<file path="src/rtl/m_issue_ctrl.sv">
// m_issue_ctrl -- in-order single-slot issue controller.
//
// Accepts one decoded instruction per cycle into a single issue slot. It tracks
// pending register writes in a 32-bit scoreboard and limits outstanding memory
// operations with a credit counter. It dispatches the slot to the ALU port or
// the memory port using valid/ready handshakes.
//
// Ports:
//   clk, rst                 clock (rising edge), asynchronous active-high reset
//   in_valid/in_ready        decoder handshake; in_ready is combinational
//   in_decoded               decoded instruction (s_decoded)
//   alu_valid/alu_ready      ALU dispatch handshake
//   mem_valid/mem_ready      memory dispatch handshake
//   issue_op                 slot contents, shared by both dispatch ports
//   wb_valid, wb_rd          writeback clears a scoreboard bit
//   mem_done                 one memory operation retired (returns a credit)
//   flush                    discard the slot contents
//   illegal                  one-cycle pulse when a KIND_INVALID op is dropped
//   busy                     scoreboard, bit n = register n has a pending write
//
// Optional build macro MARISCAL_ISSUE_STATS_EN adds:
//   stats_clear              zeroes stall_cycles (wins over increment)
//   stall_cycles             saturating count of cycles spent in WAIT

package m_issue_pkg;

  typedef enum logic [2:0] {
    KIND_INVALID = 3'd0,
    KIND_RRR     = 3'd1,
    KIND_RRI     = 3'd2,
    KIND_MEMORY  = 3'd3,
    KIND_MODEL   = 3'd4,
    KIND_CUSTOM  = 3'd5
  } e_kind;

  typedef struct packed {
    e_kind       kind;
    logic [3:0]  cond;
    logic [3:0]  ctrl;
    logic [4:0]  rd;
    logic [4:0]  rs;
    logic [4:0]  rq;
    logic [15:0] immediate;
    logic [4:0]  shift;
  } s_decoded;

endpackage

module m_issue_ctrl
  import m_issue_pkg::*;
#(
  parameter int unsigned MEM_PENDING_MAX = 4
) (
  input  logic        clk,
  input  logic        rst,
  input  logic        in_valid,
  output logic        in_ready,
  input  s_decoded    in_decoded,
  output logic        alu_valid,
  input  logic        alu_ready,
  output logic        mem_valid,
  input  logic        mem_ready,
  output s_decoded    issue_op,
  input  logic        wb_valid,
  input  logic [4:0]  wb_rd,
  input  logic        mem_done,
  input  logic        flush,
  output logic        illegal,
  output logic [31:0] busy
`ifdef MARISCAL_ISSUE_STATS_EN
  ,
  input  logic        stats_clear,
  output logic [31:0] stall_cycles
`endif
);

  localparam int unsigned CW = $clog2(MEM_PENDING_MAX + 1);
  localparam logic [CW-1:0] CREDIT_MAX = CW'(MEM_PENDING_MAX);

  typedef enum logic [1:0] {
    S_EMPTY    = 2'd0,
    S_WAIT     = 2'd1,
    S_DISPATCH = 2'd2
  } e_state;

  e_state        state_q, state_nxt;
  logic [CW-1:0] credit_q, credit_nxt, credit_eff;
  logic [31:0]   busy_nxt, busy_eff, set_mask, clr_mask;
  s_decoded      op_nxt;
  logic          alu_hs, mem_hs, hs, port_ready;
  logic          accept, acc_op, acc_illegal, credit_dec;

  // busy[0] is held at zero, so register 0 never raises a hazard.
  function automatic logic blocked(input s_decoded op, input logic [31:0] sb,
                                   input logic [CW-1:0] cr);
    logic haz;
    haz = sb[op.rs] || sb[op.rd] || ((op.kind == KIND_RRR) && sb[op.rq]);
    return haz || ((op.kind == KIND_MEMORY) && (cr == CREDIT_MAX));
  endfunction

  always_comb begin
    alu_hs      = alu_valid && alu_ready;
    mem_hs      = mem_valid && mem_ready;
    hs          = alu_hs || mem_hs;
    port_ready  = (issue_op.kind == KIND_MEMORY) ? mem_ready : alu_ready;
    in_ready    = !flush && ((state_q == S_EMPTY) ||
                             ((state_q == S_DISPATCH) && port_ready));
    accept      = in_valid && in_ready;
    acc_illegal = accept && (in_decoded.kind == KIND_INVALID);
    acc_op      = accept && (in_decoded.kind != KIND_INVALID);
    op_nxt      = acc_op ? in_decoded : issue_op;
  end

  // Scoreboard and credit update. A set and a clear on the same register
  // resolve in favour of the set.
  always_comb begin
    set_mask = '0;
    clr_mask = '0;
    if (hs && (issue_op.rd != 5'd0)) set_mask[issue_op.rd] = 1'b1;
    if (wb_valid) clr_mask[wb_rd] = 1'b1;
    busy_nxt = (busy & ~clr_mask) | set_mask;
    busy_nxt[0] = 1'b0;

    credit_dec = mem_done && (credit_q != '0);
    credit_nxt = credit_q;
    if (mem_hs && !credit_dec) credit_nxt = credit_q + CW'(1);
    else if (!mem_hs && credit_dec) credit_nxt = credit_q - CW'(1);
  end

  // An op accepted while the previous one hands off must see that op's
  // scoreboard bit and credit; writebacks and retirements are not bypassed.
  always_comb begin
    busy_eff   = busy | set_mask;
    credit_eff = mem_hs ? credit_q + CW'(1) : credit_q;
  end

  always_ff @(posedge clk or posedge rst) begin
    if (rst) state_q <= S_EMPTY;
    else     state_q <= state_nxt;
  end

  always_comb begin
    state_nxt = state_q;
    case (state_q)
      S_EMPTY: begin
        if (acc_op)
          state_nxt = blocked(in_decoded, busy_eff, credit_eff) ? S_WAIT : S_DISPATCH;
      end
      S_WAIT: begin
        if (!blocked(issue_op, busy, credit_q)) state_nxt = S_DISPATCH;
      end
      S_DISPATCH: begin
        if (hs) begin
          if (acc_op)
            state_nxt = blocked(in_decoded, busy_eff, credit_eff) ? S_WAIT : S_DISPATCH;
          else
            state_nxt = S_EMPTY;
        end
      end
      default: state_nxt = S_EMPTY;
    endcase
    if (flush) state_nxt = S_EMPTY;
  end

  always_ff @(posedge clk or posedge rst) begin
    if (rst) begin
      issue_op  <= '0;
      alu_valid <= 1'b0;
      mem_valid <= 1'b0;
      illegal   <= 1'b0;
      busy      <= '0;
      credit_q  <= '0;
    end else begin
      issue_op  <= op_nxt;
      alu_valid <= (state_nxt == S_DISPATCH) && (op_nxt.kind != KIND_MEMORY);
      mem_valid <= (state_nxt == S_DISPATCH) && (op_nxt.kind == KIND_MEMORY);
      illegal   <= acc_illegal;
      busy      <= busy_nxt;
      credit_q  <= credit_nxt;
    end
  end

`ifdef MARISCAL_ISSUE_STATS_EN
  always_ff @(posedge clk or posedge rst) begin
    if (rst)
      stall_cycles <= '0;
    else if (stats_clear)
      stall_cycles <= '0;
    else if ((state_q == S_WAIT) && (stall_cycles != '1))
      stall_cycles <= stall_cycles + 32'd1;
  end
`endif

endmodule

</file>
<file path="config.mk">
export PLATFORM = sky130hd
export DESIGN_NAME = m_issue_ctrl
export DESIGN_NICKNAME = d
export VERILOG_FILES = /design/src/rtl/m_issue_ctrl.sv
export SDC_FILE = /design/constraint.sdc
export NUM_CORES = 1
export LEC_CHECK = 0
export CAP_MARGIN = 20
export CORE_MARGIN = 2
export CORE_UTILIZATION = 59
export DETAILED_ROUTE_END_ITERATION = 8
export DONT_BUFFER_PORTS = 1
export HOLD_SLACK_MARGIN = 0.05
export PLACE_DENSITY_LB_ADDON = 0.3
export SLEW_MARGIN = 25
export SYNTH_ARGS = -nofsm -noshare
export SYNTH_HDL_FRONTEND = slang
export SYNTH_SLANG_ARGS = --single-unit
</file>
<file path="constraint.sdc">
create_clock -name clk -period 3.1 [get_ports clk]
set_clock_uncertainty 0.15 [all_clocks]
set_input_delay 0.62 -clock clk [delete_from_list [all_inputs] [get_ports clk]]
set_output_delay 0.62 -clock clk [all_outputs]
set_load 0.01 [all_outputs]
</file>
## Yosys cells after proc, flatten, opt, wreduce, memory -nomap -nowiden

Index checks and enable logic that the tools add are counted.

- Register bits: 86
- Bits of input ports: 60
- Output and inout port bits: 83
- Word-level logic and storage cells: 106

- Add/subtract/negate cells: 2
- Magnitude comparators: 9
- Eq/ne operators: 11
- Multiplexer cells: 30
- Bitwise operators: 4
- Reductions and logical operators: 36

Operators by type and width:

| kind | number |
|---|---|
| 32-bit 2-to-1 mux | 2 |
| 32-bit bitwise OR | 2 |
| 47-bit 2-to-1 mux | 1 |
| 5-bit by 6-bit less-than comparator with 1-bit output, second input constant | 7 |
| 32-bit bitwise AND | 1 |
| 32-bit NOT | 1 |
| 1-bit binary-select mux with 5-bit select | 6 |
| 1-bit logical AND | 19 |
| 2-bit 2-to-1 mux | 6 |
| 1-bit demux with 5-bit select | 2 |
| 5-bit by 1-bit >= comparator with 1-bit output, second input constant | 2 |
| 3-bit by 2-bit == test with 1-bit output, second input constant | 3 |
| 1-bit 2-to-1 mux | 9 |
| 3-bit 2-to-1 mux | 3 |
| 1-bit logical OR | 8 |
| 3-bit by 1-bit == test with 1-bit output, second input constant | 2 |
| 3-bit == test, second input constant | 2 |
| 2-bit one-hot mux with 3 select lines | 1 |
| 3-bit nonzero test | 2 |
| 5-bit nonzero test | 1 |
| 2-bit == test, second input constant | 2 |
| 3-bit by 1-bit adder with 3-bit output, second input constant | 1 |
| 1-bit zero test | 3 |
| 3-bit zero test | 1 |
| 5 further kinds | 5 |

## Longest topological paths before layout

- Depth in word-level cells: 18
- Gate-level depth with buffers: 10
- Depth with buffers taken out: 8

## Worst setup path after synthesis

No wires, ideal clock.

- Kind: input -> register
- From: input alu_ready
- To: register mem_valid
- Library setup time: 0.103 ns
- Arrival: 2.514 ns
- Setup slack: 0.333 ns
- Cell stages on the path: 9
- Buffers on the path: 2
- Path through: a22o_4 -> buf_6 -> buf_2 -> a311oi_2 -> o32ai_1 -> a2111oi_2 -> a31oi_1 -> a211o_1 -> o41ai_2

- Cells in the longest elaborated chain, start to end: 17
- Elaborated cells on any way between the ends: 31
- Classes of those cells: eq/ne (2); mux (15); bitwise (1); reduce/logical (13)

RTL lines:

| element | line | RTL |
|---|---|---|
| from (decl) | 60 | `input logic alu_ready,` |
| 1-bit logical AND | 102 | `alu_hs = alu_valid && alu_ready;` |
| 1-bit logical OR | 104 | `hs = alu_hs \|\| mem_hs;` |
| 1-bit logical AND | 119 | `if (hs && (issue_op.rd != 5'd0)) set_mask[issue_op.rd] = 1'b1;` |
| 32-bit 2-to-1 mux | 119 |  |
| 32-bit bitwise OR | 133 | `busy_eff = busy \| set_mask;` |
| 1-bit binary-select mux with 5-bit select | 97 | `haz = sb[op.rs] \|\| sb[op.rd] \|\| ((op.kind == KIND_RRR) && sb[op.rq]);` |
| 1-bit 2-to-1 mux (not written as such) | 97 |  |
| 1-bit logical OR or 1-bit logical AND (tied branches) | 97 |  |
| 1-bit logical OR | 97 |  |
| 1-bit logical OR | 98 | `return haz \|\| ((op.kind == KIND_MEMORY) && (cr == CREDIT_MAX));` |
| 2-bit 2-to-1 mux | 147, 155 |  |
| 2-bit 2-to-1 mux | 154 | `if (acc_op)` |
| 2-bit 2-to-1 mux | 153 | `if (hs) begin` |
| 2-bit one-hot mux with 3 select lines | 144 | `case (state_q)` |
| 2-bit 2-to-1 mux | 162 | `if (flush) state_nxt = S_EMPTY;` |
| 2-bit == test | 176 | `mem_valid <= (state_nxt == S_DISPATCH) && (op_nxt.kind == KIND_MEMORY);` |
| 1-bit logical AND (*) | 176 |  |
| to (signal assigned) | 176 |  |
| to (decl) | 61 | `output logic mem_valid,` |

Every way passes the cells marked *; elsewhere a longest branch is shown, timed or not. The select of a mux whose other input is x is not followed.
A chain may end at the register's enable or synchronous reset.

## Final worst setup path

- From: register issue_op[34] (netlist bit)
- To: register mem_valid

- Cells in the longest elaborated chain, start to end: 18
- Elaborated cells on any way between the ends: 33
- Classes of those cells: order compare (2); eq/ne (1); mux (18); bitwise (1); reduce/logical (11)

RTL lines:

| element | line | RTL |
|---|---|---|
| from (decl) | 63 | `output s_decoded issue_op,` |
| from (signal assigned) | 174 | `issue_op <= op_nxt;` |
| 5-bit by 6-bit less-than comparator with 1-bit output (not written as such) or 5-bit by 1-bit >= comparator with 1-bit output (tied branches) | 119 |  |
| 1-bit logical AND (not written as such) | 119 |  |
| 1-bit 2-to-1 mux (not written as such) | 119 |  |
| 1-bit demux with 5-bit select | 119 |  |
| 32-bit 2-to-1 mux | 119 |  |
| 32-bit bitwise OR | 133 |  |
| 1-bit binary-select mux with 5-bit select | 97 |  |
| 1-bit 2-to-1 mux (not written as such) | 97 |  |
| (+2 left out) | n/a |  |
| 1-bit logical OR | 98 |  |
| 2-bit 2-to-1 mux | 147, 155 |  |
| 2-bit 2-to-1 mux | 154 |  |
| 2-bit 2-to-1 mux | 153 |  |
| 2-bit one-hot mux with 3 select lines (*) | 144 |  |
| 2-bit 2-to-1 mux (*) | 162 |  |
| 2-bit == test (*) | 176 |  |
| 1-bit logical AND (*) | 176 |  |

Marks and branches as above.

==> summary.txt <==
status: finished, final reports clean
Mean Syn Cell Area: 9.83 sq um
Yosys warning count: 0
CP Class: reg2reg
Max Cap Violations: 0
Mapped Area: 6020 sq um
I/O pin cnt: 143
Longest Clk Path Bufs: 2
hold_buf cts: 0
Tcrit/Tclk final: 0.969
Distinct cells, synth: 72
vias in the first global route: 5529
P&R area growth vs syn: 8.42%
# nets final: 682
detailed placement HPWL: 15300 um
Rows: 36
Fin. Hold Viols: 0
layout cells sized above 1: 0.235
worst path required time: 3.19 ns
FF+latch count, synth: 86
Core Util, Final: 0.664
crit path max fanout: 10
minimum clock period: 3.00 ns
drt via density: 7.57
Setup Buffers After CTS: 0
DR iter-0 viols: 831
# DRC: 0
PnR worst setup slack: 0.0974 ns
CTS tree: built
drt first pass iters: 6
LEAKAGE: 2.64 nW
PortBufs: 0
RSZ-0062 raised after global routing: false
sequential element share of the synthesized area: 0.358
via count: 5713
Die ar.: 11000 sq um
final setup violation count: 0
FF-to-FF Start: issue_op[34]
Place WS: 0.0332 ns
CORE AREA: 9820 sq um
clock sink total: 86
die width: 105 um
top_reg_cell synth: dfrtp_1
Antenna Nets Post-Route: 0
All-Layer GR Usage: 0.374
fmax: 0.333 GHz
Syn Inst Count: 612
syn_nets: 676
Slew HR: 0.420
initial antenna violation count: 0
Max Slew Vio Count: 0
Peak supply drop: 500 uV
critical path startpoint category: flip-flop
gr ovfl total: 0
Post-Route Setup TNS: 0 ns
worst slew pin tran: 0.863 ns
wire length per cell: 27.1 um
first-pass GRT wire length: 31900 um
CTS-repair resized insts: 0
pwr/cell area: 688 nW/um^2
Crit path arrival time: 3.09 ns
n_diodes: 0
placer congestion estimate: 1.00
ys async rst share: 1.00
critical path startpoint: issue_op[34]
largest net degree at the start of global routing: 47
cts bufs inserted: 9
CP endpoint kind: flip-flop
htree depth: 3
Detailed Route WL: 20400 um
Hold WC Path Type: in2async
CTS Root Cell: clkbuf_8
number of flops mapped to enable cells by yosys: 0
Initial Util: 0.613
Die H: 105 um
worst-skew pair later-pin latency: 0.36 ns
Worst-path clk slew: 0.09 ns
## cells in the mapped netlist, types with 3 or more instances
cell       number  area, sq um
nor4_1          3         18.8
and2_1          5         31.3
a211oi_1       12         90.1
or3b_2          5         43.8
buf_2          15         75.1
o31ai_1         3         22.5
dfrtp_1        86         2150
mux2i_1        15          150
mux2_2         34          383
a21oi_1        13         65.1
clkbuf_1       24         90.1
nor2_1         17         63.8
o21ai_0        62          310
nor3b_1         4         30.0
buf_6           5         56.3
a22oi_1         4         30.0
nand3b_1       10         75.1
o22ai_1         3         18.8
and3b_1         5         43.8
o211ai_1        3         22.5
xor2_1          3         26.3
inv_1          23         86.3
a31oi_1        28          175
nand3_1        13         65.1
a22o_1          3         26.3
a2111oi_0       6         52.6
mux4_2         27          608
or3_1           4         25.0
a211o_1         3         26.3
ha_1            4         50.1
nor3_1         12         60.1
a311oi_1       24          210
nand2_1        73          274
o211a_1         4         40.0
nor2b_1         4         25.0
or4_1           3         22.5
## cell families (layout without fill, tap and decap cells)
logic type	count (synthesis)	count (layout)	share of synthesized area
AO/OA/AOI/OAI	195	195	0.230
AND/OR/NAND/NOR	172	172	0.151
adder cells (fa/ha/maj)	4	4	0.00832
other	1	1	0.000623
flip-flops	86	86	0.358
XOR/XNOR	5	5	0.00728
multiplexers	76	76	0.190
buffers and inverters	73	83	0.0555
## per-layer routing
layer	GRT usage	vias up	share of wire
li1	-	2385	-
met1	0.481	2757	0.36
met2	0.585	490	0.46
met3	0.121	81	0.14
met4	0.150	0	0.041
met5	0	-	0
## layout by cell type, fill, tap and decap left out, types with 4 or more instances in the layout
master / count
o211a_1: 4
a2111oi_0: 6
and3b_1: 5
ha_1: 4
a31oi_1: 25
mux4_2: 27
or3b_2: 5
nor3_1: 11
nor3b_1: 4
buf_4: 41
mux2i_1: 15
inv_1: 22
nor2b_1: 4
nand3_1: 13
dfrtp_1: 84
a211oi_1: 12
clkbuf_8: 10
a31oi_2: 5
mux2_2: 34
o21ai_0: 62
nor2_1: 17
or3_1: 4
and2_1: 4
a311oi_1: 24
nand3b_1: 10
a22oi_1: 4
a21oi_1: 13
nand2_1: 73
## flip-flops by register name, summed over array words and instances (netlist names)
name and cells:
issue_op 47, busy 31, mem_valid 1, state_q 2
illegal 1, credit_q 3, alu_valid 1
## where the power goes
| group | switching [W] | leakage, nW | internal (W) |
|---|---|---|---|
| Combinational | 0.000859 | 1.45 | 0.000775 |
| Sequential | 0.000619 | 1.09 | 0.00139 |
| Clock | 0.000441 | 0.101 | 0.000401 |
## metrics by stage
step	cells	hold WS, ns	total power (W)	instance area, sq um
after floorplan	612	0.344	0.00298	6020
after global placement	740	0.365	0.00352	6290
after detailed placement	740	0.365	0.00358	6290
after CTS	755	0.0910	0.00441	6490
after global routing	755	0.116	0.00467	6520
final	755	0.0693	0.00449	6520
## cell type report
type                            count  area [sq um]
Clock inverter                      5          66.3
Fill cell                         801          3300
Multi-Input combinational cell    453          3570
Clock buffer                       10           138
Timing Repair Buffer               42           328
Inverter                           26          98.8
Sequential cell                    86          2150
Tap cell                          133           166
## path summary, 6_finish.rpt
kind / to / cells past startpoint / slack [ns]
min reg2reg: credit_q[0] / 1 / 0.38
max reg2reg: mem_valid / 8 / 0.1
max in group asynchronous: mem_valid / 2 / 2.04
min: issue_op[5] / 1 / 0.07
max: mem_valid / 8 / 0.1
min in group clk: issue_op[38] / 1 / 0.25
## worst max-delay path: stages (launching register included)
cell       delay [ns]
dfrtp_1          0.56
and3b_1          0.31
buf_4            0.19
a31oi_1          0.37
o21ai_0          0.23
a2111oi_2        0.31
a22o_1           0.29
nor2_1           0.09
o41ai_2          0.37
Note: power is estimated with default switching activity, not from simulation.
